===== config.mk =====
export PLATFORM = sky130hd
export DESIGN_NAME = dmem_port_arbiter
export DESIGN_NICKNAME = d
export VERILOG_FILES = /design/src/rtl/dmem_port_arbiter.sv
export SDC_FILE = /design/constraint.sdc
export NUM_CORES = 1
export LEC_CHECK = 0
export ABC_CLOCK_PERIOD_IN_PS = 4600
export CAP_MARGIN = 30
export CORE_MARGIN = 5
export CORE_UTILIZATION = 30
export CTS_BUF_LIST = sky130_fd_sc_hd__clkbuf_4
export DETAILED_ROUTE_END_ITERATION = 8
export HOLD_SLACK_MARGIN = 0.08
export PLACE_DENSITY = 0.62
export SYNTH_ARGS = -nofsm -noshare
export SYNTH_HDL_FRONTEND = slang
export SYNTH_SLANG_ARGS = --single-unit

===== constraint.sdc =====
create_clock -name i_clk -period 4.6 [get_ports i_clk]
set_input_delay 0.92 -clock i_clk [delete_from_list [all_inputs] [get_ports i_clk]]
set_output_delay 0.92 -clock i_clk [all_outputs]
set_load 0.01 [all_outputs]

===== src/rtl/dmem_port_arbiter.sv =====
// Two-port arbiter/sequencer in front of a byte-wide data memory: each doubleword is split into 8 little-endian beats.
// Define DMEM_ARB_ROUND_ROBIN_EN for round-robin arbitration; otherwise port 0 has fixed priority.
module dmem_port_arbiter #(
    parameter int MEM_SIZE = 100
) (
    input  logic        i_clk,
    input  logic        i_rst_n,
    input  logic        i_req0,
    input  logic        i_req1,
    input  logic        i_wr0,
    input  logic        i_wr1,
    input  logic [63:0] i_add0,
    input  logic [63:0] i_add1,
    input  logic [63:0] i_dataWr0,
    input  logic [63:0] i_dataWr1,
    output logic        o_done0,
    output logic        o_done1,
    output logic        o_err0,
    output logic        o_err1,
    output logic [63:0] o_dataRd0,
    output logic [63:0] o_dataRd1,
    output logic [63:0] o_mem_add,
    output logic [7:0]  o_mem_dataWr,
    output logic        o_mem_wr,
    output logic        o_mem_rd,
    input  logic [7:0]  i_mem_dataRd
);

    typedef enum logic [1:0] {IDLE, BEAT, DONE} state_t;

    localparam logic [63:0] ADD_MAX = 64'(MEM_SIZE - 8);

    state_t      state_q, state_d;
    logic        port_q, port_d;
    logic        wr_q, wr_d;
    logic [63:0] add_q, add_d;
    logic [63:0] wdata_q, wdata_d;
    logic [63:0] res_q, res_d;
    logic [2:0]  beat_q, beat_d;
    logic        done0_q, done0_d, done1_q, done1_d;
    logic        err0_q, err0_d, err1_q, err1_d;
    logic [63:0] rd0_q, rd0_d, rd1_q, rd1_d;
    logic        grant;
    logic [63:0] sel_add;
    logic        fin, fin_err;

`ifdef DMEM_ARB_ROUND_ROBIN_EN
    logic        last_q, last_d;

    assign grant = (i_req0 && i_req1) ? ~last_q : ~i_req0;
`else
    assign grant = ~i_req0;
`endif

    assign sel_add = grant ? i_add1 : i_add0;

    always_comb begin
        state_d = state_q;
        port_d  = port_q;
        wr_d    = wr_q;
        add_d   = add_q;
        wdata_d = wdata_q;
        res_d   = res_q;
        beat_d  = beat_q;
        done0_d = 1'b0;
        done1_d = 1'b0;
        err0_d  = err0_q;
        err1_d  = err1_q;
        rd0_d   = rd0_q;
        rd1_d   = rd1_q;
        fin     = 1'b0;
        fin_err = 1'b0;
`ifdef DMEM_ARB_ROUND_ROBIN_EN
        last_d  = last_q;
`endif
        case (state_q)
            IDLE: begin
                if (i_req0 || i_req1) begin
                    port_d  = grant;
                    wr_d    = grant ? i_wr1 : i_wr0;
                    add_d   = sel_add;
                    wdata_d = grant ? i_dataWr1 : i_dataWr0;
                    beat_d  = '0;
                    res_d   = '0;
`ifdef DMEM_ARB_ROUND_ROBIN_EN
                    last_d  = grant;
`endif
                    // Compare the base directly so a huge add cannot wrap past the limit.
                    if (sel_add > ADD_MAX) begin
                        state_d = DONE;
                        fin     = 1'b1;
                        fin_err = 1'b1;
                    end else begin
                        state_d = BEAT;
                    end
                end
            end
            BEAT: begin
                if (!wr_q) begin
                    res_d[{beat_q, 3'b000} +: 8] = i_mem_dataRd;
                end
                beat_d = beat_q + 3'd1;
                if (beat_q == 3'd7) begin
                    state_d = DONE;
                    fin     = 1'b1;
                end
            end
            DONE:    state_d = IDLE;
            default: state_d = IDLE;
        endcase

        // Result registers load on the edge entering DONE so they are valid alongside done.
        if (fin) begin
            if (port_d) begin
                done1_d = 1'b1;
                err1_d  = fin_err;
                rd1_d   = (wr_d || fin_err) ? '0 : res_d;
            end else begin
                done0_d = 1'b1;
                err0_d  = fin_err;
                rd0_d   = (wr_d || fin_err) ? '0 : res_d;
            end
        end
    end

    always_ff @(posedge i_clk or negedge i_rst_n) begin
        if (!i_rst_n) begin
            state_q <= IDLE;
            port_q  <= 1'b0;
            wr_q    <= 1'b0;
            add_q   <= '0;
            wdata_q <= '0;
            res_q   <= '0;
            beat_q  <= '0;
            done0_q <= 1'b0;
            done1_q <= 1'b0;
            err0_q  <= 1'b0;
            err1_q  <= 1'b0;
            rd0_q   <= '0;
            rd1_q   <= '0;
`ifdef DMEM_ARB_ROUND_ROBIN_EN
            last_q  <= 1'b1;
`endif
        end else begin
            state_q <= state_d;
            port_q  <= port_d;
            wr_q    <= wr_d;
            add_q   <= add_d;
            wdata_q <= wdata_d;
            res_q   <= res_d;
            beat_q  <= beat_d;
            done0_q <= done0_d;
            done1_q <= done1_d;
            err0_q  <= err0_d;
            err1_q  <= err1_d;
            rd0_q   <= rd0_d;
            rd1_q   <= rd1_d;
`ifdef DMEM_ARB_ROUND_ROBIN_EN
            last_q  <= last_d;
`endif
        end
    end

    always_comb begin
        o_mem_add    = '0;
        o_mem_dataWr = '0;
        o_mem_wr     = 1'b0;
        o_mem_rd     = 1'b0;
        if (state_q == BEAT) begin
            o_mem_add    = add_q + 64'(beat_q);
            o_mem_wr     = wr_q;
            o_mem_rd     = ~wr_q;
            o_mem_dataWr = wr_q ? wdata_q[{beat_q, 3'b000} +: 8] : '0;
        end
    end

    assign o_done0   = done0_q;
    assign o_done1   = done1_q;
    assign o_err0    = err0_q;
    assign o_err1    = err1_q;
    assign o_dataRd0 = rd0_q;
    assign o_dataRd1 = rd1_q;

endmodule


==> flow_results.org <==
** Synthesis
- Counting every instance in the synthesized netlist gives 1,606.
- The synthesized design contains between 300 and 400 register bits.
- Share of the yosys chip area belonging to registers :: ~50%
- Post-synthesis cell area :: between 0.015 and 0.02 mm^2
- Counting flops with a built-in enable in the synthesized netlist gives 0.
- Average size of a mapped cell :: 10.4 um^2
- In the synthesized netlist the async set-or-reset flop fraction comes to 100%.
- Post-Synthesis Net Count :: between 1,500 and 2,000
- Top FF cell, synth :: sky130_fd_sc_hd__dfrtp_1
- Yosys warning total :: 0
- Counting distinct cell types in the post-synthesis netlist gives 54.

** Global routing
- Global routing finished with a remaining overflow of 0.
- Entering global routing, the biggest net connects between 200 and 250 pins.
- The first global-routing pass estimated 93,500 um of wire.
- Initial antenna violation count :: 3
- GRT Total Usage :: between 20% and 30%
- Via count of the first global-routing pass :: roughly 15,000

** Place
- HPWL reported at the end of detailed placement :: between 40,000 and 50,000 um
- Setup slack after placement :: 0.349 ns
- Routability-driven placement finished with a final weighted congestion of just under 0.9.
- In this run the tool buffered the top-level ports with around 480 buffer cells.

** STA
- The number of max-slew violations in the final report is 0.
- Measured against its own limit, the worst slew margin works out to 39.4%.
- Setup repair after global routing missed its margin :: true
- Clock skew after layout :: just over 0.05 ns
- The clock period could shrink to 4.48 ns.
- Setup violations, final :: 0
- Based on the critical path, the design can be clocked at up to between 0.2 and 0.25 GHz.
- Dividing the final minimum period by the clock period gives 97.3%.
- After layout, the worst setup slack is ~0.12 ns.
- Actual slew at the worst max-slew pin :: roughly 0.91 ns
- The final hold violation count is 0.
- Hold Worst Slack :: between 0.15 and 0.2 ns

** Worst setup path
- The slowest stage of the critical path is the sky130_fd_sc_hd__or4b_4 cell.
- Largest driver fanout on the critical path :: 8
- At the worst endpoint, the required time is ~3.7 ns.
- STA classifies the critical path endpoint as an output port.
- The number of buffers and inverters on the critical path is 2.
- STA puts the critical path data arrival time at 3.56 ns.
- On the worst path, the slowest cell contributes a delay of 0.53 ns.
- Kind of start point of the critical path :: flop
- The kind of cell with the highest combined delay along the critical path is simple AND/OR/NAND/NOR gates.
- WS Path Type :: flop to output port
- Cell chain of the critical path :: ha_4 -> fa_2 -> a21o_1 -> or4b_4 -> or4_4 -> buf_6 -> or3_1 -> a21oi_2 -> buf_2

** Power and ir drop
- IR analysis of the VDD net gives a maximum drop of ~0.00017 V.
- The design draws ~7 mW.
- Power density over cell area :: about 300 mW/mm^2
- Static power due to leakage :: 10.5 nW

** Drt
- In the routed layout, each cell is associated on average with a via count of 4.92.
- First-pass iteration count of the detailed router :: 5
- Once detail routing completed, the nets flagged for antenna violations numbered 0.
- Final wirelength :: about 63,000 um
- Via Count :: ~14,000
- Iter 0 DRT Violations :: 648
- DRC violation count after routing :: 0
- Routed WL per cell :: approximately 21 um

** Cells and area
- Area delta synth->final :: 43.0%
- Filler cell count :: approximately 5,300
- Sequential standard cell area :: slightly above 0.008 mm^2
- Nets :: 2,396
- Most common library cell in the layout ignoring fill and taps :: sky130_fd_sc_hd__clkdlybuf4s50_1
- Fraction of layout cells with a size suffix above 1 :: about 18%
- Multi-input gate area :: ~0.008 mm^2
- Most used cells in the layout excluding fill and tap cells :: sky130_fd_sc_hd__clkdlybuf4s50_1 (448), sky130_fd_sc_hd__dfrtp_1 (328), sky130_fd_sc_hd__nand2_1 (262)

** Die
- Overall die area :: a little over 0.06 mm^2
- Height of the chip :: 246 um
- IO Pins :: 476
- For this configuration, the core starts out at a cell density of slightly above 30%.
- The die is 246 um wide.
- The initialized floorplan defines 86 standard-cell rows.
- Placeable core region :: around 0.055 mm^2

** Outcome
- Outcome :: complete, no violations

** Worst hold path
- Hold Crit Class :: primary input to asynchronous set/reset pin

** Clock tree
- Clock tree synthesis inserted a total of 92 buffers.
- TritonCTS clock tree :: done
- Root buf cell :: sky130_fd_sc_hd__clkbuf_4
- Hold buffer count at cts :: 0
- CTS H-Tree Depth :: 3
- CTS clk-pin slew, worst paths :: 0.06 ns
- The later pin in the worst-skew pair is clocked with a latency of 0.83 ns.
- Maximum count of clock buffers along a single path :: 3
- Number of clock sinks :: roughly 330

** Flow run
- Number of max-cap violations :: 0
-- power by group --
group	switching [mW]	total (mW)	internal (mW)
clock	1.30	2.66	1.37
sequential	0.224	3.36	3.14
combinational	0.623	1.18	0.558
total	2.14	7.21	5.07
-- stage by stage --
stage                     TNS (ns)  instance area, um^2  cells  utilization [%]
final                            0                23800   2940             43.3
after global routing        -0.112                23800   2940             43.3
after CTS                        0                23700   2930             43.0
after detailed placement         0                22300   2751             40.5
after global placement           0                22300   2751             40.5
after floorplan                  0                16700   1606                -
-- worst reg2reg max path: cells and delay by family, from the launching register on --
family                     cells  cell delay, ns
DFF                            1            0.39
muxes                          1            0.33
adders and majority gates      2            0.60
and+or+nand+nor                4            1.66
buffers and inverters          2            0.57
AOI/OAI and AO/OA              1            0.15
-- sequential cells by signal (all words and copies together), names as in the netlist --
signal,cells
res_q,64
beat_q,3
o_dataRd0,64
o_err1,1
wr_q,1
o_done1,1
o_dataRd1,64
o_done0,1
state_q,2
add_q,64
o_err0,1
wdata_q,64
port_q,1
-- kinds of logic after synthesis --
logic type / after synthesis / share of synthesized area (%)
buffers and inverters: 133 / 3.23
xor gates and xnor gates: 45 / 2.36
muxes: 276 / 18.7
adders and majority gates: 8 / 0.645
DFF: 331 / 49.7
AOI/OAI and AO/OA: 292 / 10.7
and+or+nand+nor: 521 / 14.6
-- timing repair --
action	CTS	global route
setup endpoints to repair	44	20
cloned	0	0
resized for setup	73	14
pin swaps	11	6
buffers inserted	16	4
-- final cells by class --
cell class | count | share of cell area (%)
antenna | 5 | 0.0525
clock buffer | 130 | 4.09
clock inverter | 33 | 0.735
inverter | 19 | 0.299
multi-input combinational | 1142 | 33.9
sequential | 331 | 34.8
tap | 748 | 3.92
timing repair buffer | 532 | 22.2
-- Yosys cell counts, types with 5 or more instances --
master / number / area, um^2
sky130_fd_sc_hd__a21boi_0: 62 / 465
sky130_fd_sc_hd__a21oi_1: 21 / 105
sky130_fd_sc_hd__a22o_1: 24 / 210
sky130_fd_sc_hd__a31oi_1: 6 / 37.5
sky130_fd_sc_hd__a41o_1: 5 / 50.1
sky130_fd_sc_hd__and2_1: 8 / 50.1
sky130_fd_sc_hd__and4_1: 10 / 87.6
sky130_fd_sc_hd__buf_1: 16 / 60.1
sky130_fd_sc_hd__buf_2: 18 / 90.1
sky130_fd_sc_hd__clkbuf_1: 75 / 282
sky130_fd_sc_hd__dfrtp_1: 331 / 8280
sky130_fd_sc_hd__ha_1: 7 / 87.6
sky130_fd_sc_hd__inv_1: 18 / 67.6
sky130_fd_sc_hd__mux2_2: 129 / 1450
sky130_fd_sc_hd__mux2i_1: 131 / 1310
sky130_fd_sc_hd__mux4_2: 16 / 360
sky130_fd_sc_hd__nand2_1: 263 / 987
sky130_fd_sc_hd__nand2b_1: 7 / 43.8
sky130_fd_sc_hd__nand3_1: 46 / 230
sky130_fd_sc_hd__nand4_1: 19 / 119
sky130_fd_sc_hd__nor2_1: 71 / 267
sky130_fd_sc_hd__nor3_1: 19 / 95.1
sky130_fd_sc_hd__nor4_1: 38 / 238
sky130_fd_sc_hd__o21ai_0: 156 / 781
sky130_fd_sc_hd__or3_1: 6 / 37.5
sky130_fd_sc_hd__or4_1: 7 / 52.6
sky130_fd_sc_hd__xnor2_1: 30 / 263
sky130_fd_sc_hd__xor2_1: 15 / 131
-- path summary, 6_finish.rpt --
check | startpoint | to | slack, ns | cells after the start
hold reg to reg | wdata_q[12] | wdata_q[12] | 0.48 | 2
setup reg to reg | beat_q[0] | o_dataRd1[55] | 0.79 | 10
max in group asynchronous | i_rst_n | o_dataRd1[59] | 3.32 | 2
min in group i_clk | wdata_q[12] | wdata_q[12] | 0.48 | 2
hold / removal | i_rst_n | o_dataRd1[41] | 0.17 | 1
setup / recovery | beat_q[0] | o_mem_add[36] | 0.12 | 9
-- routing by layer --
metal | GRT usage (%) | share of wire (%) | vias to the layer above
met5 | 0 | 0 | -
met4 | 7.93 | 3.7 | 0
met3 | 5.84 | 7.1 | 119
met2 | 35.2 | 50 | 514
met1 | 23.3 | 39 | 7037
li1 | - | - | 6793
No activity file was read; power rests on OpenSTA's default activity.
